[config.mk]
export PLATFORM = sky130hd
export DESIGN_NAME = lab3_probe
export DESIGN_NICKNAME = d
export VERILOG_FILES = /design/src/rtl/lab3_probe.sv
export SDC_FILE = /design/constraint.sdc
export NUM_CORES = 1
export LEC_CHECK = 0
export BUFFER_PORTS_ARGS = -buffer_cell sky130_fd_sc_hd__buf_2
export CORE_MARGIN = 4
export CORE_UTILIZATION = 40
export CTS_CLUSTER_SIZE = 20
export DETAILED_ROUTE_END_ITERATION = 16
export PLACE_DENSITY_LB_ADDON = 0.3
export SETUP_SLACK_MARGIN = 0.02
export SLEW_MARGIN = 20
export SYNTH_ARGS = -nofsm -noshare
export SYNTH_HDL_FRONTEND = slang
export SYNTH_SLANG_ARGS = --single-unit
[constraint.sdc]
create_clock -name clk -period 2.2 [get_ports clk]
set_input_delay 0.22 -clock clk [delete_from_list [all_inputs] [get_ports clk]]
set_output_delay 0.22 -clock clk [all_outputs]
set_load 0.05 [all_outputs]
[src/rtl/lab3_probe.sv]
// lab3_probe: sequences the four input vectors {in1,in2} = 0..3 into a
// two-input gate network, waits for its output to settle on each vector,
// and records the settled response, the worst settle time and a timeout flag.
module lab3_probe #(
    parameter int STABLE_N   = 2,
    parameter int SETTLE_MAX = 15,
    parameter int CNT_W      = 4
) (
    input  logic             clk,
    input  logic             rst_n,
    input  logic             start,
    input  logic             dut_out,
    output logic             drv_in1,
    output logic             drv_in2,
    output logic             busy,
    output logic             done,
    output logic [3:0]       result,
    output logic [CNT_W-1:0] settle_max,
    output logic             timeout
);

    typedef enum logic [2:0] {
        IDLE,
        APPLY,
        WAIT,
        CAPTURE,
        DONE
    } state_t;

    localparam logic [CNT_W-1:0] STABLE_C = CNT_W'(STABLE_N);
    localparam logic [CNT_W-1:0] LIMIT_C  = CNT_W'(SETTLE_MAX);
    localparam logic [CNT_W-1:0] ONE_C    = CNT_W'(1);

    state_t           state_reg, state_next;
    logic [1:0]       v_reg, v_next;
    logic [CNT_W-1:0] wait_cnt_reg, wait_cnt_next;
    logic [CNT_W-1:0] stab_cnt_reg, stab_cnt_next;
    logic             prev_reg, prev_next;
    logic             drv1_reg, drv1_next;
    logic             drv2_reg, drv2_next;
    logic             done_reg, done_next;
    logic [3:0]       result_reg, result_next;
    logic [CNT_W-1:0] smax_reg, smax_next;
    logic             timeout_reg, timeout_next;

    // Saturating increments used while waiting for the network to settle
    logic [CNT_W-1:0] wait_inc;
    logic [CNT_W-1:0] stab_inc;

    // One-hot select of the result bit owned by the current vector
    logic [3:0] vec_sel;

    genvar gi;
    generate
        for (gi = 0; gi < 4; gi++) begin : g_vec_sel
            assign vec_sel[gi] = (v_reg == 2'(gi));
        end
    endgenerate

    // Saturating counter arithmetic; the wait counter never passes the limit
    // and the stability counter never passes the settled threshold
    always_comb begin
        wait_inc = (wait_cnt_reg == LIMIT_C) ? wait_cnt_reg : wait_cnt_reg + ONE_C;
        if (dut_out == prev_reg) begin
            stab_inc = (stab_cnt_reg == STABLE_C) ? stab_cnt_reg : stab_cnt_reg + ONE_C;
        end else begin
            stab_inc = '0;
        end
    end

    // State and datapath registers; reset takes effect without a clock
    always_ff @(posedge clk or negedge rst_n) begin
        if (!rst_n) begin
            state_reg    <= IDLE;
            v_reg        <= 2'd0;
            wait_cnt_reg <= '0;
            stab_cnt_reg <= '0;
            prev_reg     <= 1'b0;
            drv1_reg     <= 1'b0;
            drv2_reg     <= 1'b0;
            done_reg     <= 1'b0;
            result_reg   <= 4'd0;
            smax_reg     <= '0;
            timeout_reg  <= 1'b0;
        end else begin
            state_reg    <= state_next;
            v_reg        <= v_next;
            wait_cnt_reg <= wait_cnt_next;
            stab_cnt_reg <= stab_cnt_next;
            prev_reg     <= prev_next;
            drv1_reg     <= drv1_next;
            drv2_reg     <= drv2_next;
            done_reg     <= done_next;
            result_reg   <= result_next;
            smax_reg     <= smax_next;
            timeout_reg  <= timeout_next;
        end
    end

    // Next-state and datapath updates for the probe sequence
    always_comb begin
        state_next    = state_reg;
        v_next        = v_reg;
        wait_cnt_next = wait_cnt_reg;
        stab_cnt_next = stab_cnt_reg;
        prev_next     = prev_reg;
        drv1_next     = drv1_reg;
        drv2_next     = drv2_reg;
        done_next     = 1'b0;
        result_next   = result_reg;
        smax_next     = smax_reg;
        timeout_next  = timeout_reg;

        case (state_reg)
            IDLE: begin
                if (start) begin
                    state_next   = APPLY;
                    v_next       = 2'd0;
                    drv1_next    = 1'b0;
                    drv2_next    = 1'b0;
                    result_next  = 4'd0;
                    smax_next    = '0;
                    timeout_next = 1'b0;
                end
            end
            APPLY: begin
                wait_cnt_next = '0;
                stab_cnt_next = '0;
                prev_next     = dut_out;
                state_next    = WAIT;
            end
            WAIT: begin
                wait_cnt_next = wait_inc;
                stab_cnt_next = stab_inc;
                prev_next     = dut_out;
                // Settling wins over the limit when both happen on one cycle;
                // on a timeout the wait counter already holds the limit value
                if (stab_inc == STABLE_C) begin
                    state_next = CAPTURE;
                end else if (wait_inc == LIMIT_C) begin
                    timeout_next = 1'b1;
                    state_next   = CAPTURE;
                end
            end
            CAPTURE: begin
                result_next = (result_reg & ~vec_sel) | (vec_sel & {4{dut_out}});
                smax_next   = (wait_cnt_reg > smax_reg) ? wait_cnt_reg : smax_reg;
                if (v_reg != 2'd3) begin
                    v_next     = v_reg + 2'd1;
                    drv1_next  = v_next[1];
                    drv2_next  = v_next[0];
                    state_next = APPLY;
                end else begin
                    state_next = DONE;
                end
            end
            DONE: begin
                done_next  = 1'b1;
                state_next = IDLE;
            end
            default: begin
                state_next = IDLE;
            end
        endcase
    end

    // Busy covers the vector-driving states only
    assign busy       = (state_reg == APPLY) || (state_reg == WAIT) || (state_reg == CAPTURE);
    assign drv_in1    = drv1_reg;
    assign drv_in2    = drv2_reg;
    assign done       = done_reg;
    assign result     = result_reg;
    assign settle_max = smax_reg;
    assign timeout    = timeout_reg;

endmodule

# --- Word level (Yosys, flattened, before mapping) ---
# Cells that the tools add are included.
classes:
  addsub: 3
  magnitude_cmp: 1
  eq_ne: 19
  mux: 26
  bitwise_logic: 4
  reduce_logical: 13
op_table:
  columns: ["cell", "count"]
  rows:
  - ["$pmux 4 s2", 4]
  - ["$mux 4", 5]
  - ["$mux 3", 4]
  - ["$ne 2x2->1 const B", 6]
  - ["$pmux 3 s4", 1]
  - ["$add 4x1->4 const B", 2]
  - ["$and 4x4->4", 2]
  - ["$eq 4x2->1 const B", 2]
  - ["$eq 4x4->1 const B", 2]
  - ["$eq 3x2->1 const B", 2]
  - ["$mux 1", 6]
  - ["$pmux 1 s2", 3]
  - ["$reduce_and 3->1", 2]
  - ["$reduce_bool 2->1", 3]
  - ["$eq 2x2->1 const B", 2]
  - ["$gt 4x4->1", 1]
  - ["$mux 2", 2]
  - ["$not 4->4", 1]
  - ["$or 4x4->4", 1]
  - ["$pmux 2 s2", 1]
  - ["$reduce_and 2->1", 2]
  - ["$reduce_and 4->1", 1]
  - ["$eq 3x1->1 const B", 1]
  - ["$eq 3x3->1 const B", 1]
  - ["other kinds (8)", 9]
totals:
  ff_bits: 26
  in_bits: 4
  word_cells: 77

# --- Depth between registers and ports, before layout ---
logic_depth:
  depth_word: 6
  ltp_mapped: 6
  ltp_nobuf: 6

# --- Worst setup path before layout ---
# Ideal clock, no wire load.
synth_path:
  path_type: "register to register"
  from: "reg smax_reg[1] (netlist: settle_max[1])"
  to: "reg smax_reg[0] (netlist: settle_max[0])"
  setup_time_ps: 87
  t_arrival_ps: 1768
  path_slack_ps: 345
  path_stages_with_launch: 7
  path_buffers: 0
  synth_period_minus_slack_ps: 1855
  path_cell_list: "dfrtp_1 > inv_1 > ha_1 > nor2b_1 > o211a_1 > o21a_1 > o211ai_1"
synth_via:
  elab_chain_len: 3
synth_lines:
  columns: ["element", "line_no", "source"]
  rows:
  - ["start, declared", "43", "logic [CNT_W-1:0] smax_reg, smax_next;"]
  - ["start signal, assigned", "95", "smax_reg <= smax_next;"]
  - ["$gt 4x4->1", "147", "smax_next = (wait_cnt_reg > smax_reg) ? wait_cnt_reg : smax_reg;"]
  - ["$ne 2x2->1 (no source line)", null, null]
  - ["$reduce_and 3->1 (no source line)", null, null]
# No other way between the ends.
# A chain may end at the register's enable or synchronous reset.

# --- Worst setup path in the final report ---
layout_path:
  from: "reg state_reg[1]"
  to: "out busy"
layout_via:
  elab_chain_len: 3
  elab_cells_between_ends: 5
layout_lines:
  columns: ["element", "line_no", "source"]
  rows:
  - ["start, declared", "34", "state_t state_reg, state_next;"]
  - ["start signal, assigned", "86", "state_reg <= state_next;"]
  - ["$eq 3x1->1 or $eq 3x2->1 (tied branches)", "168", "assign busy = (state_reg == APPLY) || (state_reg == WAIT) || (state_reg == CAPTURE);"]
  - ["$logic_or 1x1->1", "168", null]
  - ["$logic_or 1x1->1 (*)", "168", null]
  - ["end, declared", "15", "output logic busy,"]
# Mark *: on every way between the ends. The rest lies on a longest branch, timed or not.

==> impl_metrics.tcl <==
set metrics [dict create \
    status "complete, no violations" \
    post_dp_cell_area_sq_um 1590 \
    hold_end "result[3]" \
    cts_resized 0 \
    core_area_sq_um 3440 \
    dieArea_sq_um 4720 \
    pre_cts_ws_ns 0.509 \
    n_fill_cell 329 \
    worst_pin_slew_ns 0.558 \
    die_x_microns 68.7 \
    power.density_nw_per_um2 1400 \
    post-route-min-period_ns 1.72 \
    grt_usage_pct 15.8 \
    ys_async_sr_fraction_pct 100 \
    vias 1243 \
    gp_congestion 0.761 \
    rows 21 \
    setup_ws_ns 0.483 \
    grt_overflow 0 \
    path_max_fanout 16 \
    synth_ff_type "dfrtp_1" \
    reg2reg_depth 4 \
    synth-seq-cells 24 \
    insertion_delay_ns 0.27 \
    antennaDiodeCount 0 \
    ys_seq_area_share_pct 40.7 \
    syn_inst 157 \
    drtPass1Iterations 4 \
    synth_area_sq_um 1480 \
    p_sw_mw 1.09 \
    drc 0 \
    design_area_sq_um 1670 \
    post_drt_wl_per_cell_microns 14.7 \
    antenna_found_initial 0 \
    vias_per_cell 5.65 \
    comb_power_share_pct 51.0 \
    ios 17 \
    port_buffers 16 \
    drive_gt1_share_pct 14.9 \
    clkTransAtPathRegs_ns 0.09 \
    start_util_pct 42.9 \
    yosysWarnings 0 \
    ff2ff_setup_slack_ns 0.49 \
    r2r_end "settle_max[2]" \
    wl_met1_microns 1530 \
    hold_class "input pin to register" \
    hold_depth 3 \
    die_y_microns 68.7 \
    intPower_mw 1.25 \
    critPathKind "register to primary output" \
    relSlewSlack_pct 62.8 \
    cts_buffers 3 \
    reg2reg_from "wait_cnt_reg[2]" \
    layout.nets 190 \
    grt_pass1_vias 1177 \
    cts_tree "yes" \
    wl_met2_microns 1570 \
    antenna_left 0 \
    synth_fp_nets 172 \
    synth-edff-count 0 \
    grt_pass1_wl_microns 5600 \
    worst_setup_path_end_kind "primary output" \
    vdd_drop_max_uv 613 \
    wl_microns 3240 \
    period_share_pct 78.0 \
    slew_violations 0 \
    final.setup.tns_ns 0 \
    numClockSinks 24 \
    syn_area_per_cell_sq_um 9.40 \
    synth_cell_types 42 \
    drt-initial-drc-count 64 \
    clockRootBuffer "clkbuf_8" \
    worstPathArrival_ns 1.50 \
    top_layer "met4" \
    post-dp-hpwl_microns 2420 \
    cts_max_level 1 \
    syn2layout_area_growth_pct 13.4 \
    clockBufferDepth 2 \
    setup_violations 0 \
    hp-start "dut_out" \
    finalHoldViolCount 0 \
    clockPowerShare_pct 16.7 \
    dr_wl_met3_microns 120 \
    maxCapViolCount 0 \
    cp-start-kind "register" \
    rsz0062_at_grt "no" \
    clock_skew_ns 0.00598 \
    cts_setup_buffers 0 \
    swShare_pct 46.5 \
    fmax_mhz 582 \
    leakage_nw 0.779 \
    required_ns 1.98 \
    grt_start_max_net_pins 25 \
    p_seq_share_pct 32.2 \
]
logic make-up (layout without fill, tap and decap cells):
kind of cell / Yosys count / after routing / share of synthesized area [%]
fa+ha+maj: 11 / 11 / 9.33
flops: 24 / 24 / 40.7
simple gates: 51 / 51 / 17.8
mux: 2 / 2 / 1.53
compound gates: 46 / 46 / 22.1
buf+inv: 18 / 35 / 5.51
xor+xnor: 5 / 5 / 2.97
through the flow:
step / utilization [%] / hold slack [ns] / std cells / total power, mW
2_1_floorplan: - / -0.0756 / 157 / 1.70
3_3_place_gp: 46.2 / 0.234 / 215 / 1.90
3_5_place_dp: 46.2 / 0.254 / 215 / 1.96
4_1_cts: 48.6 / 0.246 / 220 / 2.35
5_1_grt: 48.6 / 0.276 / 220 / 2.55
6_report: 48.6 / 0.250 / 220 / 2.35
cell usage after synthesis (all sizes together) (6+ instances only):
master   n  area [sq um]
nor2     7          26.3
a21oi    9          48.8
o21ai    8          40.0
inv     12          45.0
buf      6          36.3
dfrtp   24           601
nand2   18          67.6
ha      11           138
what timing repair did:
| item | in CTS | in global routing |
|---|---|---|
| endpoints found under the setup margin | 0 | 0 |
| hold endpoints to repair | 24 | 0 |
| hold buffers | 1 | 0 |
worst max-delay path: stages, from the launching register on:
cell	delay [ns]
dfrtp_1	0.67
nor2_1	0.11
nor2_1	0.15
buf_2	0.29
worst max-delay path by stage:
stage / from / to / slack [ns] / cells after the start
CTS: state_reg[1] / busy / 0.47 / 3
global route: stab_cnt_reg[0] / timeout / 0.29 / 6
floorplan: settle_max[1] / settle_max[0] / 0.35 / 6
global placement: wait_cnt_reg[0] / settle_max[2] / 0.56 / 5
finish: state_reg[1] / busy / 0.48 / 3
detailed placement: wait_cnt_reg[2] / settle_max[2] / 0.51 / 4
final cells by class:
| cell class | count | area, sq um | share of cell area [%] |
|---|---|---|---|
| clock buffers | 3 | 41.3 | 2.47 |
| clock inverters | 1 | 30.0 | 1.80 |
| inverters | 12 | 45.0 | 2.69 |
| multi-input cells | 115 | 793 | 47.4 |
| flip-flops and latches | 24 | 601 | 35.9 |
| well taps | 46 | 57.6 | 3.44 |
| repair buffers | 19 | 105 | 6.28 |
power groups by stage:
stage / Sequential [mW] / Clock (mW) / Combinational, mW
finish: 0.756 / 0.392 / 1.20
global route: 0.785 / 0.423 / 1.34
CTS: 0.753 / 0.399 / 1.20
detailed placement: 0.759 / 0 / 1.20
global placement: 0.750 / 0 / 1.15
floorplan: 0.809 / 0 / 0.890
layer usage:
metal  vias to the layer above  track usage, %
met5                         -               0
met4                         0            4.38
li1                        609               -
met2                        26            25.6
met1                       606            21.9
met3                         2            2.43
layout by cell type (no fill, tap or decap), drive strengths merged, types with 4 or more instances in the layout:
master	instances
a21oi	9
nand2b	4
nand3	4
nand2	18
o2111ai	4
ha	11
dfrtp	24
nor2b	4
nor2	7
buf	18
o21ai	8
o211ai	4
inv	12
(Power assumes the default switching activity.)
